<file path="src/rtl/rr_pkg.sv">
// Shared constants, FSM state and report record type for the round-robin scheduler slice.
package rr_pkg;
  localparam int NO_P = 5;
  localparam int IDW  = 3;
  localparam int TW   = 16;
  localparam int SW   = TW + IDW;

  typedef enum logic [1:0] {ST_IDLE, ST_RUN, ST_REPORT, ST_FINISHED} rr_state_e;

  typedef struct packed {
    logic [IDW-1:0] id;
    logic [TW-1:0]  turnaround;
    logic [TW-1:0]  waiting;
  } rr_rec_t;
endpackage

</file>
<file path="src/rtl/rr_report_streamer.sv">
// Walks the result table in id order and presents one registered record per
// accepted handshake; flags acceptance of the final record.
module rr_report_streamer #(
  parameter int NO_P = 5,
  parameter int IDW  = 3,
  parameter int TW   = 16
) (
  input  logic           clk,
  input  logic           rst,
  input  logic           clr,
  input  logic           go,
  input  logic [TW-1:0]  ta_tbl [NO_P],
  input  logic [TW-1:0]  wt_tbl [NO_P],
  input  logic           rpt_ready,
  output logic           rpt_valid,
  output logic [IDW-1:0] rpt_id,
  output logic [TW-1:0]  rpt_turnaround,
  output logic [TW-1:0]  rpt_waiting,
  output logic           last_accept
);
  localparam logic [IDW-1:0] LAST_ID = IDW'(NO_P - 1);

  logic [IDW-1:0] idx_reg;
  logic           pending_reg;
  logic           load;

  // A new record may be loaded whenever the output slot is empty or being drained.
  assign load        = go && pending_reg && (!rpt_valid || rpt_ready);
  assign last_accept = rpt_valid && rpt_ready && !pending_reg;

  always_ff @(posedge clk or posedge rst) begin
    if (rst) begin
      idx_reg        <= '0;
      pending_reg    <= 1'b1;
      rpt_valid      <= 1'b0;
      rpt_id         <= '0;
      rpt_turnaround <= '0;
      rpt_waiting    <= '0;
    end else if (clr) begin
      idx_reg        <= '0;
      pending_reg    <= 1'b1;
      rpt_valid      <= 1'b0;
      rpt_id         <= '0;
      rpt_turnaround <= '0;
      rpt_waiting    <= '0;
    end else if (load) begin
      rpt_valid      <= 1'b1;
      rpt_id         <= idx_reg;
      rpt_turnaround <= ta_tbl[idx_reg];
      rpt_waiting    <= wt_tbl[idx_reg];
      if (idx_reg == LAST_ID) begin
        pending_reg <= 1'b0;
      end else begin
        idx_reg <= idx_reg + 1'b1;
      end
    end else if (rpt_valid && rpt_ready) begin
      rpt_valid <= 1'b0;
    end
  end
endmodule

</file>
<file path="src/rtl/rr_completion_monitor.sv">
// Timestamps scheduler completion pulses, accumulates turnaround/waiting per
// process and streams a per-process report once every process has finished.
module rr_completion_monitor #(
  parameter int NO_P = rr_pkg::NO_P,
  parameter int IDW  = rr_pkg::IDW,
  parameter int TW   = rr_pkg::TW,
  parameter int SW   = TW + IDW
) (
  input  logic           clk,
  input  logic           rst,
  input  logic           cfg_we,
  input  logic [IDW-1:0] cfg_id,
  input  logic [TW-1:0]  cfg_arrival,
  input  logic [TW-1:0]  cfg_burst,
  input  logic           start,
  input  logic           done_valid,
  input  logic [IDW-1:0] done_id,
  output logic           rpt_valid,
  input  logic           rpt_ready,
  output logic [IDW-1:0] rpt_id,
  output logic [TW-1:0]  rpt_turnaround,
  output logic [TW-1:0]  rpt_waiting,
  output logic [NO_P-1:0] done_mask,
  output logic [SW-1:0]  total_turnaround,
  output logic [SW-1:0]  total_waiting,
  output logic           all_done,
  output logic           err
);
  import rr_pkg::*;

  localparam logic [IDW:0]  NO_P_W = (IDW + 1)'(NO_P);
  localparam logic [TW-1:0] T_MAX  = '1;

  rr_state_e       state_reg, state_next;
  logic [TW-1:0]   timer_reg;
  logic [NO_P-1:0] done_mask_reg;
  logic [SW-1:0]   tot_ta_reg, tot_wt_reg;
  logic            err_reg;
  logic [TW-1:0]   arr_tbl [NO_P];
  logic [TW-1:0]   bst_tbl [NO_P];
  logic [TW-1:0]   ta_tbl  [NO_P];
  logic [TW-1:0]   wt_tbl  [NO_P];

  logic            idle_like, launch, id_ok, dup, take, last_done, last_accept;
  logic            ta_under, wt_under;
  logic [NO_P-1:0] id_bit, cfg_bit;
  logic [TW-1:0]   arr_sel, bst_sel, ta_val, wt_val;

  assign idle_like = (state_reg == ST_IDLE) || (state_reg == ST_FINISHED);
  assign launch    = start && idle_like;
  assign cfg_bit   = (cfg_we && idle_like && ({1'b0, cfg_id} < NO_P_W)) ?
                     (NO_P'(1) << cfg_id) : '0;
  assign id_ok     = {1'b0, done_id} < NO_P_W;
  assign id_bit    = id_ok ? (NO_P'(1) << done_id) : '0;
  assign dup       = |(done_mask_reg & id_bit);
  assign take      = (state_reg == ST_RUN) && done_valid && id_ok && !dup;
  assign arr_sel   = id_ok ? arr_tbl[done_id] : '0;
  assign bst_sel   = id_ok ? bst_tbl[done_id] : '0;

  // Both differences clamp at zero; the waiting term uses the clamped turnaround.
  assign ta_under  = timer_reg < arr_sel;
  assign ta_val    = ta_under ? '0 : timer_reg - arr_sel;
  assign wt_under  = ta_val < bst_sel;
  assign wt_val    = wt_under ? '0 : ta_val - bst_sel;
  assign last_done = take && (&(done_mask_reg | id_bit));

  always_comb begin
    state_next = state_reg;
    case (state_reg)
      ST_IDLE, ST_FINISHED: if (start) state_next = ST_RUN;
      ST_RUN:               if (last_done) state_next = ST_REPORT;
      ST_REPORT:            if (last_accept) state_next = ST_FINISHED;
      default:              state_next = ST_IDLE;
    endcase
  end

  always_ff @(posedge clk or posedge rst) begin
    if (rst) begin
      state_reg     <= ST_IDLE;
      timer_reg     <= '0;
      done_mask_reg <= '0;
      tot_ta_reg    <= '0;
      tot_wt_reg    <= '0;
      err_reg       <= 1'b0;
    end else begin
      state_reg <= state_next;
      if (launch) begin
        timer_reg     <= '0;
        done_mask_reg <= '0;
        tot_ta_reg    <= '0;
        tot_wt_reg    <= '0;
        err_reg       <= 1'b0;
      end else if (state_reg == ST_RUN) begin
        if (timer_reg != T_MAX) timer_reg <= timer_reg + 1'b1;
        if (take) begin
          done_mask_reg <= done_mask_reg | id_bit;
          tot_ta_reg    <= tot_ta_reg + SW'(ta_val);
          tot_wt_reg    <= tot_wt_reg + SW'(wt_val);
          if (ta_under || wt_under) err_reg <= 1'b1;
        end else if (done_valid) begin
          err_reg <= 1'b1;
        end
      end
    end
  end

  // Per-process configuration and result entries.
  generate
    for (genvar gi = 0; gi < NO_P; gi++) begin : g_proc
      always_ff @(posedge clk or posedge rst) begin
        if (rst) begin
          arr_tbl[gi] <= '0;
          bst_tbl[gi] <= '0;
          ta_tbl[gi]  <= '0;
          wt_tbl[gi]  <= '0;
        end else begin
          if (cfg_bit[gi]) begin
            arr_tbl[gi] <= cfg_arrival;
            bst_tbl[gi] <= cfg_burst;
          end
          if (launch) begin
            ta_tbl[gi] <= '0;
            wt_tbl[gi] <= '0;
          end else if (take && id_bit[gi]) begin
            ta_tbl[gi] <= ta_val;
            wt_tbl[gi] <= wt_val;
          end
        end
      end
    end
  endgenerate

  rr_report_streamer #(
    .NO_P (NO_P),
    .IDW  (IDW),
    .TW   (TW)
  ) u_streamer (
    .clk            (clk),
    .rst            (rst),
    .clr            (launch),
    .go             (state_reg == ST_REPORT),
    .ta_tbl         (ta_tbl),
    .wt_tbl         (wt_tbl),
    .rpt_ready      (rpt_ready),
    .rpt_valid      (rpt_valid),
    .rpt_id         (rpt_id),
    .rpt_turnaround (rpt_turnaround),
    .rpt_waiting    (rpt_waiting),
    .last_accept    (last_accept)
  );

  assign done_mask        = done_mask_reg;
  assign total_turnaround = tot_ta_reg;
  assign total_waiting    = tot_wt_reg;
  assign all_done         = (state_reg == ST_FINISHED);
  assign err              = err_reg;
endmodule

</file>
<file path="config.mk">
export PLATFORM = sky130hd
export DESIGN_NAME = rr_completion_monitor
export DESIGN_NICKNAME = d
export VERILOG_FILES = /design/src/rtl/rr_pkg.sv /design/src/rtl/rr_report_streamer.sv /design/src/rtl/rr_completion_monitor.sv
export SDC_FILE = /design/constraint.sdc
export NUM_CORES = 1
export LEC_CHECK = 0
export CORE_MARGIN = 1.5
export CORE_UTILIZATION = 47
export DETAILED_ROUTE_END_ITERATION = 10
export GPL_ROUTABILITY_DRIVEN = 0
export PLACE_DENSITY = 0.71
export SYNTH_ARGS = -nofsm -noshare
export SYNTH_HDL_FRONTEND = slang
export SYNTH_SLANG_ARGS = --single-unit
</file>
<file path="constraint.sdc">
create_clock -name clk -period 18.39 [get_ports clk]
set_input_delay 3.678 -clock clk [delete_from_list [all_inputs] [get_ports clk]]
set_output_delay 3.678 -clock clk [all_outputs]
set_load 0.01 [all_outputs]
</file>
==> impl_metrics.json <==
{
  "critPathCaptureType": "flop",
  "synth_cell_types": 76,
  "n_fill_cell": 3798,
  "finalSetupViolations": 0,
  "antenna_found_initial": 3,
  "die_area_mm2": 0.0464,
  "cts_tree": "built",
  "worstSkewPairLatency_ns": 0.57,
  "routedWlPerCell_um": 19.5,
  "seq_area_frac_synth_pct": 49.8,
  "fin_area_mm2": 0.0246,
  "place_ws_ns": 5.86,
  "syn2layout_area_growth_pct": 16.0,
  "num_antenna_cells": 0,
  "final_common_cell": "dfrtp_1",
  "status": "finished, final reports clean",
  "fin_crit_ns": 12.02,
  "met1_usage_pct": 31.5,
  "synth_area_mm2": 0.0212,
  "met2_usage_pct": 36.6,
  "drv_cap": 0,
  "grt_usage_pct": 22.9,
  "max_slew_margin_pct": 28.9,
  "critPathLaunch": "done_id[2]",
  "cts.reportedPaths.clkPinSlew_ns": 0.06,
  "cts.path.max_buffers": 3,
  "wl_um": 52000,
  "worst_pin_slew_ns": 1.07,
  "synth.avg_cell_area_um2": 10.8,
  "cts_setup_buffers": 0,
  "slew_violations": 0,
  "fmax_mhz": 83.2,
  "synthTopCellsByArea": "dfrtp_1 (50%), mux2_2 (8.6%), mux4_2 (6.7%), nand2_1 (5.3%), o21ai_0 (5.2%)",
  "grt_pass1_wl_um": 83900,
  "synth_area_leader_cell": "dfrtp_1",
  "cp_slowest_cell": "clkdlybuf4s50_1",
  "crit_type": "input port to flop",
  "cts_buffers": 46,
  "worstHoldStart": "u_streamer.rpt_waiting[12]",
  "fin_util_pct": 55.4,
  "busiest_layer": "met2",
  "grt_pass1_vias": 15500,
  "grt_max_degree": 165,
  "r2r-end": "total_waiting[17]",
  "hpwl_um": 34600,
  "holdPathStages": 2,
  "skew_ns": 0.0132,
  "cp_top_family": "compound AO/OA/AOI/OAI gates",
  "regArea_mm2": 0.0106,
  "hold_viol_final": 0,
  "synth_top_area_share_pct": 49.7,
  "final_cell_mix": "dfrtp_1 (420), nand2_1 (297), o21ai_0 (222)",
  "cp_num_buf_inv": 6,
  "setup_tns_ns": 0,
  "finalCritPeriodShare_pct": 65.4,
  "cts_resized": 0,
  "hold_end": "u_streamer.rpt_waiting[12]",
  "synth_edf_count": 0,
  "hold_class": "flop to flop",
  "ctsHoldBuffers": 0,
  "io_pins": 125,
  "p_leak_nw": 10.5,
  "rsz0062_at_grt": "no",
  "met3_usage_pct": 4.37,
  "chipHeight_um": 215,
  "reg2regPathDepth": 34,
  "slowest_delay_ns": 0.46,
  "ys_warn_count": 0,
  "synth_cells": 1961,
  "ant_nets": 0,
  "drt_iter0_drc": 1190,
  "dpl_cell_area_mm2": 0.0230,
  "viasPerCell": 5.72,
  "worstPathRequired_ns": 18.86,
  "placeableCoreArea_mm2": 0.0443,
  "vias": 15300,
  "ys_seq_elements": 422,
  "root_buffer": "clkbuf_16",
  "overflow": 0,
  "initial_utilization_pct": 47.8,
  "worstPathMaxFanout": 42,
  "fin_ws_ns": 6.37,
  "power_mw": 3.54,
  "timing.rr.start": "arr_tbl[50]",
  "synthFlopType": "dfrtp_1",
  "drive_gt1_share_pct": 17.6,
  "synth_fp_nets": 2076,
  "multi_input_area_mm2": 0.0101,
  "rrSetupSlack_ns": 10.23,
  "drc": 0,
  "startpoint_type": "input port",
  "io_buffer_count": 124,
  "crit_arrival_ns": 12.49,
  "nets": 2159,
  "synthArstFlopShare_pct": 100,
  "ctsHtreeMaxLevel": 2,
  "drt-pass1-iter-count": 5,
  "cts_sinks": 422,
  "ir_drop_uv": 114,
  "row_count": 77,
  "power.density_mw_per_mm2": 144,
  "die_w_um": 215
}
## worst register-to-register path: cells and delay by family (launching register included)
kind            cells  cell delay, ns
simple gates        7            1.27
buf+inv             3            0.40
compound gates     18            4.08
fa+ha+maj           5            1.50
flops               1            0.38
mux                 1            0.44
## metrics by stage
stage	std cells	hold slack, ns
2_1_floorplan	1961	0.443
3_3_place_gp	2588	0.455
3_5_place_dp	2588	0.466
4_1_cts	2672	0.479
5_1_grt	2672	0.500
6_report	2672	0.474
## layer usage
| metal | vias up | wire length (µm) |
|---|---|---|
| met5 | - | 37 |
| met2 | 390 | 24300 |
| li1 | 7153 | - |
| met4 | 6 | 1550 |
| met3 | 102 | 3120 |
| met1 | 7638 | 23000 |
## layout make-up
| class | instances | area share (%) |
|---|---|---|
| inverter | 34 | 0.550 |
| clock inverter | 20 | 0.983 |
| timing repair buffer | 149 | 5.82 |
| clock buffer | 64 | 5.37 |
| sequential | 422 | 43.0 |
| tap | 592 | 3.01 |
| multi-input combinational | 1391 | 41.3 |
## worst max-delay path by stage
stage                        endpoint  slack (ns)  cells after the start
CTS                 total_waiting[17]        6.43                     38
floorplan                  arr_tbl[0]        2.97                      1
global placement    total_waiting[17]        6.11                     38
finish              total_waiting[17]        6.37                     38
global route        total_waiting[17]        5.72                     38
detailed placement  total_waiting[17]        5.86                     38
## power by group
group / leakage, nW / internal, mW / switching [mW]
clock: 0.771 / 0.572 / 0.380
combinational: 4.17 / 0.519 / 0.697
sequential: 5.58 / 1.21 / 0.164
## synthesized netlist by cell type (all sizes together) (26+ instances only)
cell,n
xnor2,29
o21ai,227
mux4,63
inv,33
xor2,26
nand2,298
mux2,162
or3,32
clkbuf,93
nor2b,41
a21oi,105
nor2,96
ha,67
a22oi,32
dfrtp,421
## cell families (layout without fill, tap and decap cells)
kind of cell | Yosys count | after routing | synth area share, %
adders and majority gates | 76 | 76 | 4.59
DFF | 422 | 422 | 49.8
xor gates and xnor gates | 55 | 55 | 2.27
buffers and inverters | 148 | 267 | 2.67
AOI/OAI and AO/OA | 468 | 468 | 13.2
and+or+nand+nor | 559 | 559 | 11.8
muxes | 233 | 233 | 15.7
Note: power is estimated with default switching activity, not from simulation.
